### src/rtl/avl_bus_define.sv
// Global Avalon bus widths shared by the bus type package and every bus block.
`ifndef ALV_BURST_MAX_COUNT
`define ALV_BURST_MAX_COUNT 8
`endif

### src/rtl/avl_bus_type.sv
// Avalon bus types: the downstream command word and the arbitration method enum.
`ifndef ALV_BURST_MAX_COUNT
`include "avl_bus_define.sv"
`endif

package avl_bus_type;

    typedef enum logic [1:0] {
        ARB_RR    = 2'd0,
        ARB_FIXED = 2'd1,
        ARB_WRR   = 2'd2
    } arb_method_e;

    typedef struct packed {
        logic                               read;
        logic                               write;
        logic                               begin_burst_transfer;
        logic [`ALV_BURST_MAX_COUNT-1:0]    burst_count;
    } avl_cmd_t;

endpackage

### src/rtl/avl_bus_priority_encoder.sv
// Lowest-index-wins priority encoder; found is low when no input bit is set.
module avl_bus_priority_encoder #(
    parameter int WIDTH = 8
) (
    input  logic [WIDTH-1:0]         req,
    output logic [$clog2(WIDTH)-1:0] idx,
    output logic                     found
);
    localparam int IDX_W = $clog2(WIDTH);

    always_comb begin
        // NOTE: outputs get defaults before the loop so every path assigns them and no latch is inferred.
        idx   = '0;
        found = 1'b0;
        // NOTE: blocking assignments: each lower index overwrites the previous hit, so the lowest set bit wins.
        for (int i = WIDTH - 1; i >= 0; i--) begin
            if (req[i]) begin
                idx   = IDX_W'(i);
                found = 1'b1;
            end
        end
    end

endmodule

### src/rtl/avl_bus_n21_wrr_arb.sv
// N-to-1 Avalon arbiter: round-robin, fixed priority with anti-starvation, or weighted
// round-robin, with the grant frozen during a pending command or a write burst.
module avl_bus_n21_wrr_arb
    import avl_bus_type::*;
#(
    parameter int ARB_METHOD   = 0,
    parameter int MASTER_NUM   = 8,
    parameter int WEIGHT_WIDTH = 4,
    parameter int MAX_WAIT     = 64
) (
    input  logic                               clk,
    input  logic                               rest,
    input  logic [MASTER_NUM-1:0]              request,
    input  logic [MASTER_NUM*WEIGHT_WIDTH-1:0] weights,
    input  avl_cmd_t                           avl_out_cmd,
    input  logic                               avl_out_request_ready,
    output logic [$clog2(MASTER_NUM)-1:0]      sel,
    output logic [MASTER_NUM-1:0]              grant,
    output logic                               grant_valid,
    output logic                               locked
);
    localparam int SEL_W = $clog2(MASTER_NUM);
    localparam int BC_W  = `ALV_BURST_MAX_COUNT;
    localparam bit MODE_FIXED = (ARB_METHOD == int'(ARB_FIXED));
    localparam bit MODE_WRR   = (ARB_METHOD == int'(ARB_WRR));
    localparam logic [SEL_W:0] N_EXT   = (SEL_W + 1)'(MASTER_NUM);
    localparam logic [7:0]     WAIT_SAT = 8'(MAX_WAIT);

    generate
        if (ARB_METHOD != int'(ARB_RR) && !MODE_FIXED && !MODE_WRR) begin : g_bad_method
            $error("avl_bus_n21_wrr_arb: ARB_METHOD must be 0, 1 or 2");
        end
        if (MASTER_NUM < 2 || MASTER_NUM > 16) begin : g_bad_master_num
            $error("avl_bus_n21_wrr_arb: MASTER_NUM must be in 2..16");
        end
        if (MAX_WAIT < 1 || MAX_WAIT > 255) begin : g_bad_max_wait
            $error("avl_bus_n21_wrr_arb: MAX_WAIT must be in 1..255");
        end
    endgenerate

    logic [SEL_W-1:0]        sel_q;
    logic [SEL_W-1:0]        last_sel;
    logic [BC_W-1:0]         beats_left;
    logic [WEIGHT_WIDTH-1:0] credit;
    logic [7:0]              wait_cnt [MASTER_NUM];
    logic                    pend_q;

    logic cmd_valid, accept, burst_lock, wrr_lock;

    assign cmd_valid  = avl_out_cmd.read | avl_out_cmd.write;
    assign accept     = avl_out_request_ready & cmd_valid;
    assign burst_lock = (beats_left != '0);
    assign wrr_lock   = MODE_WRR && (credit != '0) && request[sel_q];
    assign locked     = pend_q | burst_lock | wrr_lock;

    // Rotate/mask stage feeding the shared encoder; offset maps its index back to a master.
    logic [SEL_W-1:0]        start, offset, enc_idx, winner;
    logic [2*MASTER_NUM-1:0] req_dbl;
    logic [MASTER_NUM-1:0]   starved, enc_in;
    logic [SEL_W:0]          sum, diff;
    logic                    enc_found;

    always_comb begin
        start   = (last_sel == SEL_W'(MASTER_NUM - 1)) ? '0 : last_sel + SEL_W'(1);
        starved = '0;
        for (int i = 0; i < MASTER_NUM; i++) begin
            starved[i] = request[i] && (wait_cnt[i] == WAIT_SAT);
        end
        req_dbl = {request, request} >> start;
        if (MODE_FIXED) begin
            enc_in = (starved != '0) ? starved : request;
            offset = '0;
        end else begin
            enc_in = req_dbl[MASTER_NUM-1:0];
            offset = start;
        end
    end

    avl_bus_priority_encoder #(
        .WIDTH (MASTER_NUM)
    ) u_enc (
        .req   (enc_in),
        .idx   (enc_idx),
        .found (enc_found)
    );

    always_comb begin
        sum    = {1'b0, offset} + {1'b0, enc_idx};
        diff   = sum - N_EXT;
        winner = (sum >= N_EXT) ? diff[SEL_W-1:0] : sum[SEL_W-1:0];
        sel    = (locked || !enc_found) ? sel_q : winner;
        grant_valid = locked | enc_found;
        grant  = '0;
        if (grant_valid) begin
            grant[sel] = 1'b1;
        end
    end

    logic [WEIGHT_WIDTH-1:0] w_sel, credit_load;

    // Credit counts grants remaining after the current one, so a weight of 1 never holds.
    always_comb begin
        w_sel       = weights[sel*WEIGHT_WIDTH +: WEIGHT_WIDTH];
        credit_load = (w_sel == '0) ? '0 : w_sel - WEIGHT_WIDTH'(1);
    end

    always_ff @(posedge clk) begin
        if (rest) begin
            sel_q      <= '0;
            last_sel   <= SEL_W'(MASTER_NUM - 1);
            beats_left <= '0;
            credit     <= '0;
            pend_q     <= 1'b0;
            // NOTE: wait_cnt is a small flop array, not a RAM, so it is cleared with the rest of the state.
            for (int i = 0; i < MASTER_NUM; i++) begin
                wait_cnt[i] <= '0;
            end
        end else begin
            sel_q <= sel;
            if (accept) begin
                last_sel <= sel;
            end
            if (cmd_valid) begin
                pend_q <= !avl_out_request_ready;
            end

            if (accept && avl_out_cmd.write) begin
                if (burst_lock) begin
                    beats_left <= beats_left - BC_W'(1);
                end else if (avl_out_cmd.begin_burst_transfer && avl_out_cmd.burst_count > BC_W'(1)) begin
                    beats_left <= avl_out_cmd.burst_count - BC_W'(1);
                end
            end

            if (!wrr_lock) begin
                credit <= (MODE_WRR && accept && !locked) ? credit_load : '0;
            end else if (accept) begin
                credit <= credit - WEIGHT_WIDTH'(1);
            end

            for (int i = 0; i < MASTER_NUM; i++) begin
                if (!request[i] || (accept && sel == SEL_W'(i))) begin
                    wait_cnt[i] <= '0;
                end else if (wait_cnt[i] != WAIT_SAT) begin
                    wait_cnt[i] <= wait_cnt[i] + 8'd1;
                end
            end
        end
    end

endmodule

### config.mk
export PLATFORM = sky130hd
export DESIGN_NAME = avl_bus_n21_wrr_arb
export DESIGN_NICKNAME = d
export VERILOG_FILES = /design/src/rtl/avl_bus_type.sv /design/src/rtl/avl_bus_priority_encoder.sv /design/src/rtl/avl_bus_n21_wrr_arb.sv
export VERILOG_INCLUDE_DIRS = /design/src /design/src/rtl
export SDC_FILE = /design/constraint.sdc
export NUM_CORES = 1
export LEC_CHECK = 0
export BUFFER_PORTS_ARGS = -buffer_cell sky130_fd_sc_hd__buf_2
export CAP_MARGIN = 25
export CORE_UTILIZATION = 45
export DETAILED_ROUTE_END_ITERATION = 8
export PLACE_DENSITY = 0.75
export SYNTH_ARGS = -nofsm -noshare
export SYNTH_HDL_FRONTEND = slang
export SYNTH_SLANG_ARGS = --single-unit
### constraint.sdc
create_clock -name clk -period 5.4 [get_ports clk]
set_input_delay 0.27 -clock clk [delete_from_list [all_inputs] [get_ports clk]]
set_output_delay 0.27 -clock clk [all_outputs]
set_load 0.02 [all_outputs]
## Word-level counts from Yosys, hierarchy flattened

Index checks and enable logic that the tools add are counted.
W data, S select, Z words.

| operators by class | value |
|---|---|
| equal/unequal tests | 1 |
| order comparisons | 4 |
| reduce and logical (&&, ||, !) cells | 9 |
| shift operators | 1 |
| add/subtract/negate cells | 5 |
| bitwise operators | 4 |
| mux-type cells | 24 |

Operators by type and width:

| operator | number |
|---|---|
| $mux W3 | 11 |
| $mux W8 | 3 |
| $shr A16 B3 Y8 | 1 |
| $sub A8 B1 Y8 const B | 2 |
| $mux W1 | 9 |
| $gt A8 B1 Y1 const B | 1 |
| $reduce_bool A8 Y1 | 1 |
| $add A3 B3 Y4 | 1 |
| $ge A4 B4 Y1 const B | 1 |
| $lt A3 B4 Y1 const B | 1 |
| $add A3 B1 Y3 const B | 1 |
| $demux W1 S3 | 1 |
| $eq A3 B3 Y1 const B | 1 |
| $ge A3 B1 Y1 const B | 1 |
| $logic_and A1 B1 Y1 | 3 |
| $or A1 B1 Y1 | 3 |
| $sub A3 B1 Y3 const B | 1 |
| $logic_not A1 Y1 | 2 |
| $reduce_and A2 Y1 | 1 |
| $reduce_bool A2 Y1 | 1 |
| $and A1 B1 Y1 | 1 |
| $logic_or A1 B1 Y1 | 1 |

| storage, ports and cells | value |
|---|---|
| flip-flop bits (word level) | 15 |
| bits of input ports | 54 |
| logic and storage cells | 52 |
| output and inout bits | 13 |

## Depth between registers and ports, before layout

Gate-level depths: netlist of run 1.

| logic depth | value |
|---|---|
| depth in word-level cells | 20 |
| gate-level depth with buffers | 16 |
| mapped depth without buffers | 14 |

## Hierarchy

From an unflattened synthesis of run 1, not the netlist that was laid out.

| second synthesis, totals | value |
|---|---|
| cell total of the unflattened synthesis | 188 |
| area, all modules | 1,639.1 µm² |

Modules (own cells, without submodules):

| module | seq. area each (µm²) | times used | area an instance (µm²) | cells an instance |
|---|---|---|---|---|
| avl_bus_n21_wrr_arb | 300.3 | 1 | 1,559.0 | 175 |
| avl_bus_priority_encoder | 0.0 | 1 | 80.1 | 13 |

## Least setup slack after synthesis of run 1

Ideal clock, no wire load.

| timing | value |
|---|---|
| path kind | register -> output |
| start point | register last_sel[0] |
| end point | output grant[1] |
| setup slack | 1.426 ns |
| required time | 5.130 ns |
| path buffers | 1 |
| data arrival time | 3.704 ns |
| stages on the path, launching flop included | 15 |
| cell sequence | dfxtp_1 ha_1 ha_1 mux4_1 nor2b_1 a21oi_1 o211ai_1 a21o_1 ha_1 fa_1 xor2_1 a31oi_1 a21oi_2 buf_6 a2bb2oi_1 |

| on the way | value |
|---|---|
| word-level cells in the longest chain between the ends | 20 |
| elaborated cells between the ends (all ways) | 34 |
| classes of those cells | add/sub: 3; order compare: 3; eq/ne: 1; shift: 1; mux: 22; bitwise: 1; reduce/logical: 3 |

RTL lines:

| item | line | RTL |
|---|---|---|
| from (decl) | avl_bus_n21_wrr_arb.sv:42 | `logic [SEL_W-1:0] last_sel;` |
| from (signal assigned) | avl_bus_n21_wrr_arb.sv:110 | `last_sel <= SEL_W'(MASTER_NUM - 1);` |
| from (signal assigned) | avl_bus_n21_wrr_arb.sv:121 | `last_sel <= sel;` |
| $add A3 B1 Y3 / $eq A3 B3 Y1 (equally long branches) | avl_bus_n21_wrr_arb.sv:64 | `start = (last_sel == SEL_W'(MASTER_NUM - 1)) ? '0 : last_sel + SEL_W'(1);` |
| $mux W3 (*) | avl_bus_n21_wrr_arb.sv:64 |  |
| $shr A16 B3 Y8 | avl_bus_n21_wrr_arb.sv:69 | `req_dbl = {request, request} >> start;` |
| $mux W3 (8 in series) | avl_bus_priority_encoder.sv:17 | `if (req[i]) begin` |
| $add A3 B3 Y4 | avl_bus_n21_wrr_arb.sv:88 | `sum = {1'b0, offset} + {1'b0, enc_idx};` |
| $ge A4 B4 Y1 / $sub A3 B1 Y3 (equally long branches) | avl_bus_n21_wrr_arb.sv:90, avl_bus_n21_wrr_arb.sv:89 |  |
| $mux W3 | avl_bus_n21_wrr_arb.sv:90 | `winner = (sum >= N_EXT) ? diff[SEL_W-1:0] : sum[SEL_W-1:0];` |
| $mux W3 | avl_bus_n21_wrr_arb.sv:91 | `sel = (locked \|\| !enc_found) ? sel_q : winner;` |
| $lt A3 B4 Y1 (implied by the code) / $ge A3 B1 Y1 (equally long branches) | avl_bus_n21_wrr_arb.sv:95 | `grant[sel] = 1'b1;` |
| $logic_and A1 B1 Y1 (implied by the code) | avl_bus_n21_wrr_arb.sv:95 |  |
| $mux W1 (implied by the code) | avl_bus_n21_wrr_arb.sv:95 |  |
| $demux W1 S3 | avl_bus_n21_wrr_arb.sv:95 |  |
| $mux W8 (*) | avl_bus_n21_wrr_arb.sv:94 | `if (grant_valid) begin` |
| to (decl) | avl_bus_n21_wrr_arb.sv:18 | `output logic [MASTER_NUM-1:0] grant,` |

Every way passes the cells marked *; elsewhere a longest branch is shown, timed or not.

## Worst setup path after layout of run 1

| timing | value |
|---|---|
| start point | register last_sel[0] |
| end point | output grant[3] |

Same word-level chain as after synthesis.

==> impl_metrics.json, run 1 <==
{
  "layout.nets": 285,
  "report.final.setup_viol": 0,
  "drc": 0,
  "path_clk_slew_ns": 0.06,
  "grt_max_degree": 19,
  "die_w_um": 62.9,
  "viasPerCell": 5.94,
  "cts-root-buf": "clkbuf_8",
  "antenna_found_initial": 0,
  "required_ns": 5.13,
  "hold_buffers": 0,
  "path_max_fanout": 12,
  "grt_pass1_vias": 1473,
  "wl_um": 3550,
  "hp-start": "avl_out_cmd[10]",
  "dieArea_um2": 3950,
  "synth_area_per_cell_um2": 8.64,
  "period_share_pct": 91.2,
  "wl_per_cell_um": 13.2,
  "vias": 1598,
  "pin_count": 67,
  "crit_chain": "ha_1 > ha_1 > mux4_1 > nor2b_1 > a21oi_1 > o211ai_1 > a21o_1 > ha_1 > fa_1 > xor2_1 > a31oi_1 > a21oi_2 > a2bb2oi_1 > buf_2",
  "reg2reg_from": "last_sel[0]$_SDFFE_PP1P_",
  "drv_slew": 0,
  "cp_top_family": "adder cells",
  "diodes": 0,
  "status": "complete, no violations",
  "r2r-end": "last_sel[2]$_SDFFE_PP1P_",
  "p_leak_nw": 0.772,
  "rows": 21,
  "clock_path_buffers": 2,
  "crit_buf_inv": 1,
  "rsz0062_at_grt": "false",
  "numClockSinks": 15,
  "fillerInstances": 337,
  "synth_area_um2": 1670,
  "antenna_violating_nets_post_route": 0,
  "crit_end": "grant[3]",
  "relSlewSlack_pct": 45.8,
  "cts-buffers-inserted": 3,
  "multi_input_area_um2": 1270,
  "start_util_pct": 48.5,
  "timing.fmax_mhz": 203,
  "dieHeight_um": 62.9,
  "synth_flop_cell": "dfxtp_1",
  "yosysUniqueCellTypes": 59,
  "grtUsageTotal_pct": 19.4,
  "critPathKind": "flip-flop to output port",
  "pre_cts_slack_ns": 0.723,
  "crit_path_end_kind": "output port",
  "cts_setup_buffers": 0,
  "cts_tree": "built",
  "async_reset_ff_share_pct": 0,
  "clock-skew-final_ns": 0.00633,
  "max_stage_delay_ns": 0.72,
  "cp-startpoint": "last_sel[0]$_SDFFE_PP1P_",
  "grt_pass1_wl_um": 6420,
  "critPathLaunchType": "flip-flop",
  "drv_cap": 0,
  "ys_seq_area_share_pct": 18.0,
  "fin_setup_tns_ns": 0,
  "synth_edf_count": 0,
  "fin_crit_ns": 4.92,
  "crit_arrival_ns": 4.65,
  "drt_iter0_drc": 118,
  "min_path_type": "input pin to flip-flop",
  "syn_nets": 254,
  "synth_cells": 193,
  "first_pass_iters": 4,
  "gp_congestion": 0.867,
  "max-vdd-ir-drop_mv": 0.246,
  "coreArea_um2": 3440,
  "r2r_slack_ns": 1.12,
  "htreeDepth": 1,
  "io_buffers": 34,
  "area_growth_pct": 13.1,
  "cts_resized": 0,
  "worstRegToRegCells": 13,
  "seq_area_um2": 300,
  "worst_slack_ns": 0.475,
  "powerDensity_nw_per_um2": 754,
  "hpwlAfterDp_um": 2830,
  "drive_gt1_share_pct": 27.8,
  "overflow": 0,
  "ys_warn_count": 0,
  "crit_path_frequent_cell": "ha_1",
  "worst_pin_slew_ns": 0.813,
  "final_hold_viol_count": 0,
  "clk_latency_ns": 0.25,
  "ys_seq_elements": 15,
  "cp_num_cells": 14,
  "cp_slowest_cell": "mux4_1"
}
-- layout by cell type, fill, tap and decap left out, types with 2 or more instances in the layout --
cell type  instances
a211o_2            4
a211oi_1           8
a21o_1             2
a21oi_1            9
a2bb2oi_1          4
a31oi_1            3
buf_2             34
clkbuf_8           3
dfxtp_1           15
ha_1               6
inv_1             11
mux2_2             2
mux2i_1            7
mux4_1             6
nand2_1           19
nand2b_1           2
nand3_1            4
nor2_1            16
nor3_1             9
nor4_1             2
o21a_1             2
o21ai_0            7
or2_2              2
or3_1              4
or4_1              2
xnor2_1            3
xor2_1             5
-- where the power goes --
group	switching (W)	leakage, nW	internal, W	total (W)
combinational	0.000688	0.623	0.000478	0.00117
clock	0.0000407	0.0255	0.0000511	0.0000919
sequential	0.0000237	0.123	0.000140	0.000164
total	0.000752	0.772	0.000669	0.00142
-- registers in the layout (all words and copies together) (netlist names) --
signal and count:
last_sel 3, sel_q 3, pend_q 1, beats_left 8
-- worst reg2reg max path, stage by stage (launching register included) --
cell and delay, ns:
dfxtp_1 0.33, ha_1 0.20, ha_1 0.61, mux4_1 0.72, nor2b_1 0.19, a21oi_1 0.15
o211ai_1 0.10, a21o_1 0.18, ha_1 0.19, fa_1 0.38, xor2_1 0.37, a31oi_1 0.17
a21oi_2 0.41, a211oi_2 0.13
-- logic make-up after synthesis --
family / Yosys count / synth area share (%)
adder cells (fa/ha/maj): 7 / 5.70
buffers and inverters: 19 / 5.85
AO/OA/AOI/OAI: 58 / 28.5
XOR/XNOR: 8 / 4.20
flip-flops: 15 / 18.0
AND/OR/NAND/NOR: 70 / 21.4
multiplexers: 16 / 16.4
-- cell type report --
cell class	instances	area share, %
clock inverters	1	0.265
inverters	11	2.19
multi-input cells	159	67.4
clock buffers	3	2.19
repair buffers	34	9.02
flip-flops and latches	15	15.9
well taps	46	3.05
-- per-layer routing --
metal / global-route usage (%) / part of all wire (%) / vias up
met1: 25.9 / 48 / 743
met4: 5.23 / 1.5 / 0
met5: 0 / 0 / -
met2: 32.9 / 46 / 49
met3: 2.01 / 4.3 / 6
li1: - / - / 800
-- stage by stage --
step                instances  hold slack [ns]  utilization (%)  power, W  cell area (um2)
global placement          265            0.518             53.4   0.00131             1840
detailed placement        265            0.524             53.4   0.00133             1840
finish                    269            0.333             54.8   0.00142             1890
floorplan                 193            0.440                -   0.00113             1670
global route              269            0.373             54.8   0.00156             1890
CTS                       269            0.327             54.8   0.00142             1890
-- synthesized netlist by cell type, drive strengths merged, types with 2 or more instances --
cell type	count	share of area (%)
nand2	19	4.3
nor2	17	4.0
dfxtp	15	18
a21oi	11	4.2
inv	11	2.5
a211oi	10	5.6
nor3	10	3.3
mux2i	7	4.2
mux4	7	11
o21ai	7	2.1
ha	6	4.5
a211o	5	2.9
or3	5	2.0
xor2	5	2.6
a21o	4	2.3
a2bb2oi	4	2.1
buf	4	2.5
clkbuf	4	0.90
nand3	4	1.2
a31oi	3	1.1
xnor2	3	1.6
mux2	2	1.4
nand2b	2	0.75
nor4	2	0.75
o21a	2	0.90
or2	2	0.75
or4	2	0.90
-- worst min-delay path by stage --
stage                     endpoint  slack (ns)  cells past startpoint
2_1_floorplan  pend_q$_SDFFE_PP0N_        0.44                      2
3_3_place_gp   pend_q$_SDFFE_PP0N_        0.52                      2
3_5_place_dp   pend_q$_SDFFE_PP0N_        0.52                      2
4_1_cts        pend_q$_SDFFE_PP0N_        0.33                      3
5_1_grt        pend_q$_SDFFE_PP0N_        0.37                      3
6_report       pend_q$_SDFFE_PP0N_        0.33                      3
Power figures use the tool's default switching activity.
==> run 2, diff against run 1 <==
Settings changed: CELL_PAD_IN_SITES_DETAIL_PLACEMENT from default to 1, CELL_PAD_IN_SITES_GLOBAL_PLACEMENT from default to 2, CORE_UTILIZATION 45 to 27, PLACE_DENSITY 0.75 to default, PLACE_DENSITY_LB_ADDON from default to 0.1.
Clock period 5.4 ns to 5.1 ns, I/O delays scaled along.
==> impl_metrics.json, run 2 (synthesis results as in run 1) <==
{
  "timing.fmax_mhz": 210,
  "seq_area_um2": 300,
  "numClockSinks": 15,
  "cts_tree": "built",
  "largest_reg_flops": 8,
  "drv_slew": 0,
  "rows": 28,
  "holdWs_ns": 0.317,
  "dieArea_um2": 6500,
  "powerDensity_nw_per_um2": 804,
  "regMostFlops": "beats_left",
  "grtUsageTotal_pct": 15.1,
  "drive_gt1_share_pct": 28.4,
  "period_share_pct": 93.6,
  "dieHeight_um": 80.6,
  "crit_path_end_kind": "output port",
  "worstRegToRegCells": 13,
  "viasPerCell": 5.38,
  "cts-root-buf": "clkbuf_8",
  "pin_count": 67,
  "critPathLaunchType": "flip-flop",
  "multi_input_area_um2": 1270,
  "max-vdd-ir-drop_mv": 0.327,
  "antenna_violating_nets_post_route": 0,
  "vias": 1615,
  "wl_um": 4670,
  "first_pass_iters": 4,
  "grt_pass1_vias": 1668,
  "drc": 0,
  "grt_use_met1_pct": 17.1,
  "grt_pass1_wl_um": 7780,
  "drt_iter0_drc": 51,
  "final_common_cell": "buf_2",
  "io_buffers": 34,
  "min_path_type": "input pin to flip-flop",
  "cts_setup_buffers": 0,
  "relSlewSlack_pct": 43.6,
  "crit_chain": "ha_1 > ha_1 > mux4_1 > nor2b_1 > a21oi_1 > o211ai_1 > a21o_1 > ha_1 > fa_1 > xor2_1 > a31oi_1 > a21oi_2 > a2bb2oi_1 > buf_2",
  "hold_buffers": 0,
  "diodes": 0,
  "max_stage_delay_ns": 0.67,
  "largest_registers": "beats_left (8), last_sel (3), sel_q (3)",
  "fin_cells": 300,
  "holdPathStages": 3,
  "layout_common_cells": "34 x buf_2, 19 x nand2_1, 16 x nor2_1",
  "die_w_um": 80.6,
  "status": "complete, no violations",
  "overflow": 0,
  "final_hold_viol_count": 0,
  "gp_congestion": 0.716,
  "start_util_pct": 28.0,
  "coreArea_um2": 5960,
  "clock-skew-final_ns": 0.00477,
  "cts-buffers-inserted": 3,
  "p_leak_nw": 0.782,
  "antenna_found_initial": 0,
  "area_growth_pct": 16.1,
  "cts_resized": 0,
  "htreeDepth": 1,
  "fin_crit_ns": 4.77,
  "path_max_fanout": 11,
  "worst_pin_slew_ns": 0.846,
  "hpwlAfterDp_um": 3860,
  "report.final.setup_viol": 0,
  "grt_max_degree": 19,
  "fin_setup_tns_ns": 0,
  "path_clk_slew_ns": 0.06,
  "crit_arrival_ns": 4.52,
  "clock_path_buffers": 2,
  "layout.nets": 287,
  "cp_slowest_cell": "mux4_1",
  "required_ns": 4.85,
  "rsz0062_at_grt": "false",
  "met3_usage_pct": 1.48,
  "busiest_layer": "met2",
  "critPathKind": "flip-flop to output port",
  "drv_cap": 0,
  "use_met2_pct": 29.5,
  "dp.cells": 296,
  "crit_path_frequent_cell": "ha_1",
  "fillerInstances": 736,
  "wl_per_cell_um": 15.6,
  "clk_latency_ns": 0.25
}
run 2: path summary, 6_finish.rpt:
check	from	end	slack [ns]
setup / recovery	last_sel[0]$_SDFFE_PP1P_	grant[1]	0.33
hold / removal	avl_out_cmd[10]	pend_q$_SDFFE_PP0N_	0.32
setup reg to reg	last_sel[0]$_SDFFE_PP1P_	last_sel[2]$_SDFFE_PP1P_	0.98
hold reg to reg	beats_left[0]$_SDFFE_PP0P_	beats_left[0]$_SDFFE_PP0P_	0.56
run 2: cell type report:
| type | instances | area share [%] |
|---|---|---|
| inverter | 11 | 2.13 |
| clock inverter | 1 | 0.258 |
| tap | 75 | 4.84 |
| multi-input combinational | 159 | 65.6 |
| clock buffer | 3 | 2.13 |
| sequential | 15 | 15.5 |
| timing repair buffer | 36 | 9.56 |
run 2: critical path, delay by kind of cell (launching register included):
kind	cells	cell delay [ns]
XOR/XNOR	1	0.38
AO/OA/AOI/OAI	6	1.27
AND/OR/NAND/NOR	1	0.19
flip-flops	1	0.35
adder cells (fa/ha/maj)	4	1.23
multiplexers	1	0.67
buffers and inverters	1	0.18
run 2: metrics by stage:
stage / util [%] / worst slack (ns) / instance area, um2 / power, W
after floorplan: - / 1.14 / 1670 / 0.00120
after global placement: 31.7 / 0.651 / 1890 / 0.00144
after detailed placement: 31.7 / 0.586 / 1890 / 0.00147
after CTS: 32.5 / 0.300 / 1940 / 0.00158
after global routing: 32.5 / 0.0366 / 1940 / 0.00170
final: 32.5 / 0.327 / 1940 / 0.00156
run 2: routing by layer:
layer / wire length, um / vias up
li1: - / 798
met2: 2530 / 18
met5: 0 / -
met3: 95 / 8
met1: 1980 / 791
met4: 66 / 0
run 2: power by group:
part,leakage (nW),switching (W),total [W],internal [W]
clock,0.0255,0.0000420,0.0000961,0.0000541
combinational,0.634,0.000766,0.00129,0.000519
sequential,0.123,0.0000271,0.000175,0.000148
total,0.782,0.000835,0.00156,0.000721
